$ cat src/rtl/branch_resolve.sv
// branch_resolve: conditional branch evaluator with flag forwarding and a
// one-entry hold for branches that must wait on an in-flight flag producer.
// Outcomes (taken, target) are registered; flush is a one-cycle pulse.
module branch_resolve #(
  parameter int PC_W  = 9,
  parameter int IMM_W = 8
) (
  input  logic             clk,
  input  logic             reset,
  input  logic             flag_we,
  input  logic [2:0]       flag_in,
  input  logic             flag_pend,
  input  logic             kill,
  input  logic             br_valid,
  input  logic [2:0]       br_cond,
  input  logic [PC_W-1:0]  br_pc,
  input  logic [IMM_W-1:0] br_imm,
  output logic             br_ready,
  output logic             stall,
  output logic             res_valid,
  output logic             res_taken,
  output logic [PC_W-1:0]  res_target,
  output logic             flush,
  output logic [2:0]       status
);

  typedef enum logic {
    S_IDLE = 1'b0,
    S_WAIT = 1'b1
  } state_t;

  localparam logic [2:0] C_B = 3'b000;

  state_t           r_state;
  logic [2:0]       r_status;
  logic [2:0]       r_cond;
  logic [PC_W-1:0]  r_pc;
  logic [IMM_W-1:0] r_imm;
  logic             r_res_valid;
  logic             r_res_taken;
  logic [PC_W-1:0]  r_res_target;

  logic [2:0]      w_flags;
  logic            w_accept;
  logic            w_defer;
  logic            w_resolve_now;
  logic            w_now_taken;
  logic [PC_W-1:0] w_now_target;
  logic            w_held_taken;
  logic [PC_W-1:0] w_held_target;

  // Flags are {V,N,Z}; codes 101-111 are illegal and never taken.
  function automatic logic f_cond_true(input logic [2:0] cond,
                                       input logic [2:0] flags);
    logic z, n, v;
    z = flags[0];
    n = flags[1];
    v = flags[2];
    case (cond)
      3'b000:  return 1'b1;
      3'b001:  return z;
      3'b010:  return ~z;
      3'b011:  return n ^ v;
      3'b100:  return (n ^ v) | z;
      default: return 1'b0;
    endcase
  endfunction

  // Next PC: pc + 1, plus the sign-extended offset when taken; wraps.
  function automatic logic [PC_W-1:0] f_target(input logic [PC_W-1:0]  pc,
                                               input logic [IMM_W-1:0] imm,
                                               input logic             taken);
    logic [PC_W-1:0] off;
    off = taken ? {{(PC_W-IMM_W){imm[IMM_W-1]}}, imm} : '0;
    return pc + PC_W'(1) + off;
  endfunction

  // Decode handshake and evaluation of both the incoming and the held branch.
  always_comb begin
    br_ready      = (r_state == S_IDLE) & ~kill;
    w_flags       = flag_we ? flag_in : r_status;
    w_accept      = br_valid & br_ready;
    w_defer       = w_accept & (br_cond != C_B) & flag_pend & ~flag_we;
    w_resolve_now = w_accept & ~w_defer;
    w_now_taken   = f_cond_true(br_cond, w_flags);
    w_now_target  = f_target(br_pc, br_imm, w_now_taken);
    w_held_taken  = f_cond_true(r_cond, flag_in);
    w_held_target = f_target(r_pc, r_imm, w_held_taken);
  end

  // Branch FSM with registered outcome; kill outranks flag_we and accept.
  always_ff @(posedge clk) begin
    if (reset) begin
      r_state      <= S_IDLE;
      r_cond       <= '0;
      r_pc         <= '0;
      r_imm        <= '0;
      r_res_valid  <= 1'b0;
      r_res_taken  <= 1'b0;
      r_res_target <= '0;
    end else begin
      // NOTE: res_valid defaults low each cycle so it can only ever pulse;
      // taken/target are left unassigned on idle cycles and therefore hold.
      r_res_valid <= 1'b0;
      case (r_state)
        S_IDLE: begin
          if (w_defer) begin
            r_cond  <= br_cond;
            r_pc    <= br_pc;
            r_imm   <= br_imm;
            r_state <= S_WAIT;
          end else if (w_resolve_now) begin
            r_res_valid  <= 1'b1;
            r_res_taken  <= w_now_taken;
            r_res_target <= w_now_target;
          end
        end
        S_WAIT: begin
          if (kill) begin
            r_state <= S_IDLE;
          end else if (flag_we) begin
            r_res_valid  <= 1'b1;
            r_res_taken  <= w_held_taken;
            r_res_target <= w_held_target;
            r_state      <= S_IDLE;
          end
        end
        default: r_state <= S_IDLE;
      endcase
    end
  end

  // Architectural status register: loads on every CMP result, ignores kill.
  always_ff @(posedge clk) begin
    if (reset) begin
      r_status <= '0;
    end else if (flag_we) begin
      r_status <= flag_in;
    end
  end

  assign stall      = (r_state == S_WAIT);
  assign res_valid  = r_res_valid;
  assign res_taken  = r_res_taken;
  assign res_target = r_res_target;
  assign flush      = r_res_valid & r_res_taken;
  assign status     = r_status;

endmodule

$ cat config.mk
export PLATFORM = sky130hd
export DESIGN_NAME = branch_resolve
export DESIGN_NICKNAME = d
export VERILOG_FILES = /design/src/rtl/branch_resolve.sv
export SDC_FILE = /design/constraint.sdc
export NUM_CORES = 1
export LEC_CHECK = 0
export ABC_AREA = 1
export BUFFER_PORTS_ARGS = -buffer_cell sky130_fd_sc_hd__buf_4
export CAP_MARGIN = 20
export CORE_MARGIN = 2
export CORE_UTILIZATION = 55
export CTS_CLUSTER_DIAMETER = 40
export DETAILED_ROUTE_END_ITERATION = 8
export PLACE_DENSITY = 0.85
export SYNTH_ARGS = -nofsm -noshare
export SYNTH_HDL_FRONTEND = slang
export SYNTH_SLANG_ARGS = --single-unit
$ cat constraint.sdc
create_clock -name clk -period 2.5 [get_ports clk]
set_input_delay 0.125 -clock clk [delete_from_list [all_inputs] [get_ports clk]]
set_output_delay 0.125 -clock clk [all_outputs]
set_load 0.02 [all_outputs]
# [Yosys cells after proc, flatten, opt, wreduce, memory -nomap -nowiden]
# Index checks and enable logic that the tools add are counted.
[classes] add_sub_neg=4 n_eq_ne=12 n_mux=24 bitwise=17 n_reduce_logical=5
[ops] operator="$mux 9" n=6
[ops] operator="$add 9x1->9 const B" n=2
[ops] operator="$add 9x9->9" n=2
[ops] operator="$pmux 9 s2" n=1
[ops] operator="$eq 3x2->1 const B" n=4
[ops] operator="$mux 1" n=11
[ops] operator="$pmux 1 s5" n=2
[ops] operator="$ne 2x2->1 const B" n=4
[ops] operator="$and 1x1->1" n=7
[ops] operator="$eq 3x1->1 const B" n=2
[ops] operator="$eq 3x3->1 const B" n=2
[ops] operator="$logic_not 3->1" n=2
[ops] operator="$not 1->1" n=6
[ops] operator="$pmux 1 s2" n=3
[ops] operator="$reduce_and 4->1" n=1
[ops] operator="$mux 3" n=1
[ops] operator="$reduce_bool 3->1" n=1
[ops] operator="$or 1x1->1" n=2
[ops] operator="$reduce_and 2->1" n=1
[ops] operator="$xor 1x1->1" n=2
[totals] register_bits=35 input_bits=29 out_inout_bits=17 wordCells=70

# [Longest topological paths before layout]
[depth] ltp_word=11 ltp_mapped=22

# [Worst setup path after synthesis]
# Ideal clock, no wire load.
[synth_path] path_kind="reg2reg" startpoint="register r_status[0] (netlist: status[0])" endpoint="register r_res_target[6] (netlist: res_target[6])" setup_time_ns=0.109 t_arrival_ns=2.148 slack_ns=0.243 path_stages_with_launch=22 synth_period_minus_slack_ns=2.257 path_cell_list="dfxtp_1 inv_1 nand2_1 and2_1 nand2_1 nand2_2 nand2_4 nand2_1 ha_1 fa_1 inv_1 nand3_1 nand2_1 nand2_1 nand2_1 a21oi_1 nor2_1 nor2_1 nand2_1 nand3_1 nand2_1 inv_1"
[synth_via] elab_chain_cells=8 elab_cells_between_ends=9 cone_classes="add/sub: 1; mux: 6; bitwise: 2"
[synth_lines] element="start: declaration" line_no="35" rtl="logic [2:0] r_status;"
[synth_lines] element="start signal: assignment" line_no="138" rtl="r_status <= flag_in;"
[synth_lines] element="$mux 3 *"
[synth_lines] element="$or 1x1->1 / $not 1->1 (equally long branches)" line_no="64, 62"
[synth_lines] element="$pmux 1 s5 *" line_no="59" rtl="case (cond)"
[synth_lines] element="$mux 9 *" line_no="74" rtl="off = taken ? {{(PC_W-IMM_W){imm[IMM_W-1]}}, imm} : '0;"
[synth_lines] element="$add 9x9->9 *" line_no="75" rtl="return pc + PC_W'(1) + off;"
[synth_lines] element="$mux 9 *" line_no="112" rtl="end else if (w_resolve_now) begin"
[synth_lines] element="$mux 9 *" line_no="107" rtl="if (w_defer) begin"
[synth_lines] element="$pmux 9 s2 *" line_no="105" rtl="case (r_state)"
[synth_lines] element="end signal: assignment" line_no="115" rtl="r_res_target <= w_now_target;"
[synth_lines] element="end signal: assignment" line_no="124" rtl="r_res_target <= w_held_target;"
[synth_lines] element="end: declaration" line_no="41" rtl="logic [PC_W-1:0] r_res_target;"
# Every way passes the cells marked *; elsewhere a longest branch is shown, timed or not. The select of a mux whose other input is x is not followed.
# A chain may end at the register's enable or synchronous reset.

# [Worst setup path after layout]
# Ends and elaborated chain as after synthesis.

==> flow_summary.toml <==
[worst_setup_path]
ff2ff_path_depth = 21
worstPathRequired_ns = 2.70
r2r-start = "status[0]$_SDFF_PP0_"
r2r_setup_slack_ns = 0.11
arrival_ns = 2.58
cp_max_fo = 5
cp-start-kind = "flip-flop"
endpoint_kind = "flip-flop"
critical_path_class = "flip-flop to flip-flop"
timing.rr.end = "res_target[6]$_SDFFE_PP0P_"

[global_route]
grt_pass1_wl_mm = 9.88
overflow = 0
grt_pass1_vias = 2235
met3_usage_pct = 5.19
busiest_layer = "met2"
grt_antenna_before_repair = 0
met2_usage_pct = 40.4
grt_usage_pct = 24.7
grt_start_max_net_pins = 28
grt_use_met1_pct = 32.6

[route]
wl_per_cell_um = 13.3
vias = 2493
post_drt_via_cell_ratio = 5.36
drt_pre_antenna_iters = 6
drt-initial-drc-count = 251
routed_wl_mm = 6.19
drc_errors = 0
antenna_left = 0

[sta]
relSlewSlack_pct = 53.1
finClkSkew_ns = 0.00906
maxSlewViolCount = 0
hold_viol = 0
rsz0062_at_grt = "yes"
fmax_mhz = 419
period_minus_slack_ns = 2.39
worstMarginPinSlew_ns = 0.703
finalSetupViolations = 0
setup_slack_ns = 0.112
fin_crit_sh_pct = 95.5

[worst_hold_path]
holdPathStages = 2
worstHoldEndpoint = "status[2]$_SDFF_PP0_"
min_path_type = "input port to flip-flop"
hp-start = "reset"

[placement]
port_buffers = 45
dp_hpwl_mm = 4.46
place_ws_ns = -0.0247
place.detailed.instances = 452
gp_congestion = 0.940

[cts]
clkLatencyLatePin_ns = 0.30
cts_tree = "built"
holdBufCountCts = 0
clock_sinks = 35
path_clk_slew_ns = 0.07
cts_made_buffers = 5
clock_path_buffers = 2
h-tree-depth = 2
cts.root.buffer_cell = "clkbuf_8"

[die]
core_sq_um = 4090
ios = 46
dieHeight_um = 70.0
fp-row-count = 23
dieArea_sq_um = 4890
initial_core_util_pct = 58.5
die_w_um = 70.0

[run_status]
outcome = "complete, no violations"

[synth]
netlist_area_sq_um = 2390
yosysWarnings = 0
avgSynthCellArea_sq_um = 6.57
synthCells = 364
ys_types = 29
ys_ff_latch = 35
synthesis.nets = 411
yosysSeqAreaShare_pct = 29.3

[pwr]
vdd_drop_max_uv = 349
finalPower_mw = 1.42
power_density_nw_per_um2 = 474
leakage_nw = 1.52

[cells_and_area]
final_layout_size_suffix_gt1_share_pct = 25.1
post-route-util_pct = 73.1
diodes = 0
area_growth_pct = 24.9
fin_cells = 465
nNetsFinal = 463

[flow_run]
maxCapViolations = 0
[layout by cell type (no fill, tap or decap), drive strengths merged]
cell type / count
nand3b: 2
xor2: 4
inv: 56
nor2: 55
clkbuf: 6
a31oi: 2
or2: 2
nand3: 28
nand2: 74
ha: 16
o21ai: 38
fa: 2
a211oi: 1
o32ai: 1
dfxtp: 35
xnor2: 1
a21oi: 33
and2: 1
nor3: 4
buf: 54
[power by group]
part / internal, mW / leakage, nW / switching, mW
clock: 0.186 / 0.0371 / 0.196
sequential: 0.587 / 0.288 / 0.0166
combinational: 0.179 / 1.19 / 0.253
total: 0.951 / 1.52 / 0.466
[worst max-delay path, stage by stage (launching register included)]
cell and delay (ns):
dfxtp_1 0.31, inv_1 0.04, nand2_1 0.06, and2_1 0.17
nand2_1 0.09, nand2_2 0.07, nand2_4 0.09, nand2_4 0.06
ha_4 0.16, fa_2 0.35, inv_2 0.07, nand3_2 0.08
nand2_2 0.09, nand2_2 0.06, nand2_2 0.07, a21oi_2 0.05
nor2_1 0.13, nor2_1 0.07, nand2_1 0.05, nand3_1 0.07
nand2_1 0.10, inv_1 0.03
[metrics by stage]
step                      TNS (ns)  hold WS [ns]  cell area (sq um)
after global placement           0         0.363               2760
after floorplan                  0         0.260               2390
after global routing        -0.171        0.0848               2990
after CTS                        0        0.0692               2830
after detailed placement   -0.0247         0.378               2760
final                            0        0.0690               2990
[flip-flops by register name, summed over array words and instances (netlist names)]
name	flops
r_cond	3
r_imm	8
res_taken	1
res_valid	1
status	3
r_pc	9
res_target	9
stall	1
[cells by family (layout without fill, tap and decap cells)]
logic type	after synthesis	after routing	synth area share, %
AOI/OAI and AO/OA	75	75	16.8
xor gates and xnor gates	5	5	1.83
buffers and inverters	65	116	11.0
adders and majority gates	18	18	10.0
and+or+nand+nor	166	166	31.0
DFF	35	35	29.3
[cell usage after synthesis, drive strengths merged]
cell type  count  area share [%]
dfxtp         35              29
a21oi         33             6.9
buf            5             1.6
ha            16             8.4
nand2         74              12
fa             2             1.7
a31oi          2            0.52
o21ai         38             7.9
clkbuf         4            0.63
nand3         28             6.4
a211oi         1            0.31
inv           56             8.8
nor2          55             9.9
and2           1            0.26
nand3b         2            0.63
or2            2            0.52
xnor2          1            0.37
o32ai          1             1.2
nor3           4            0.84
xor2           4             1.5
[cell type report]
| class | instances | area [sq um] |
|---|---|---|
| timing repair buffer | 54 | 405 |
| tap | 50 | 62.6 |
| clock buffer | 6 | 72.6 |
| multi-input combinational | 264 | 1530 |
| fill | 327 | 1100 |
| sequential | 35 | 706 |
| inverter | 56 | 210 |
[worst max path at each step]
stage / to / cells after the start / from
after floorplan: res_target[6]$_SDFFE_PP0P_ / 21 / status[0]$_SDFF_PP0_
after global placement: res_target[6]$_SDFFE_PP0P_ / 22 / flag_we
after detailed placement: res_target[6]$_SDFFE_PP0P_ / 22 / flag_we
after CTS: res_target[6]$_SDFFE_PP0P_ / 22 / status[1]$_SDFF_PP0_
after global routing: res_target[7]$_SDFFE_PP0P_ / 18 / status[0]$_SDFF_PP0_
final: res_target[6]$_SDFFE_PP0P_ / 21 / status[0]$_SDFF_PP0_
[timing repair]
item,CTS,global route
setup buffers,0,7
endpoints found under the setup margin,0,4
resized for setup,0,34
[metal layers]
layer	vias up	routed length [um]	share of wire (%)
li1	1270	-	-
met1	1119	2830	46
met2	93	2830	46
met3	11	431	7.0
met4	0	93	1.5
met5	-	0	0
No activity file was read; power rests on OpenSTA's default activity.
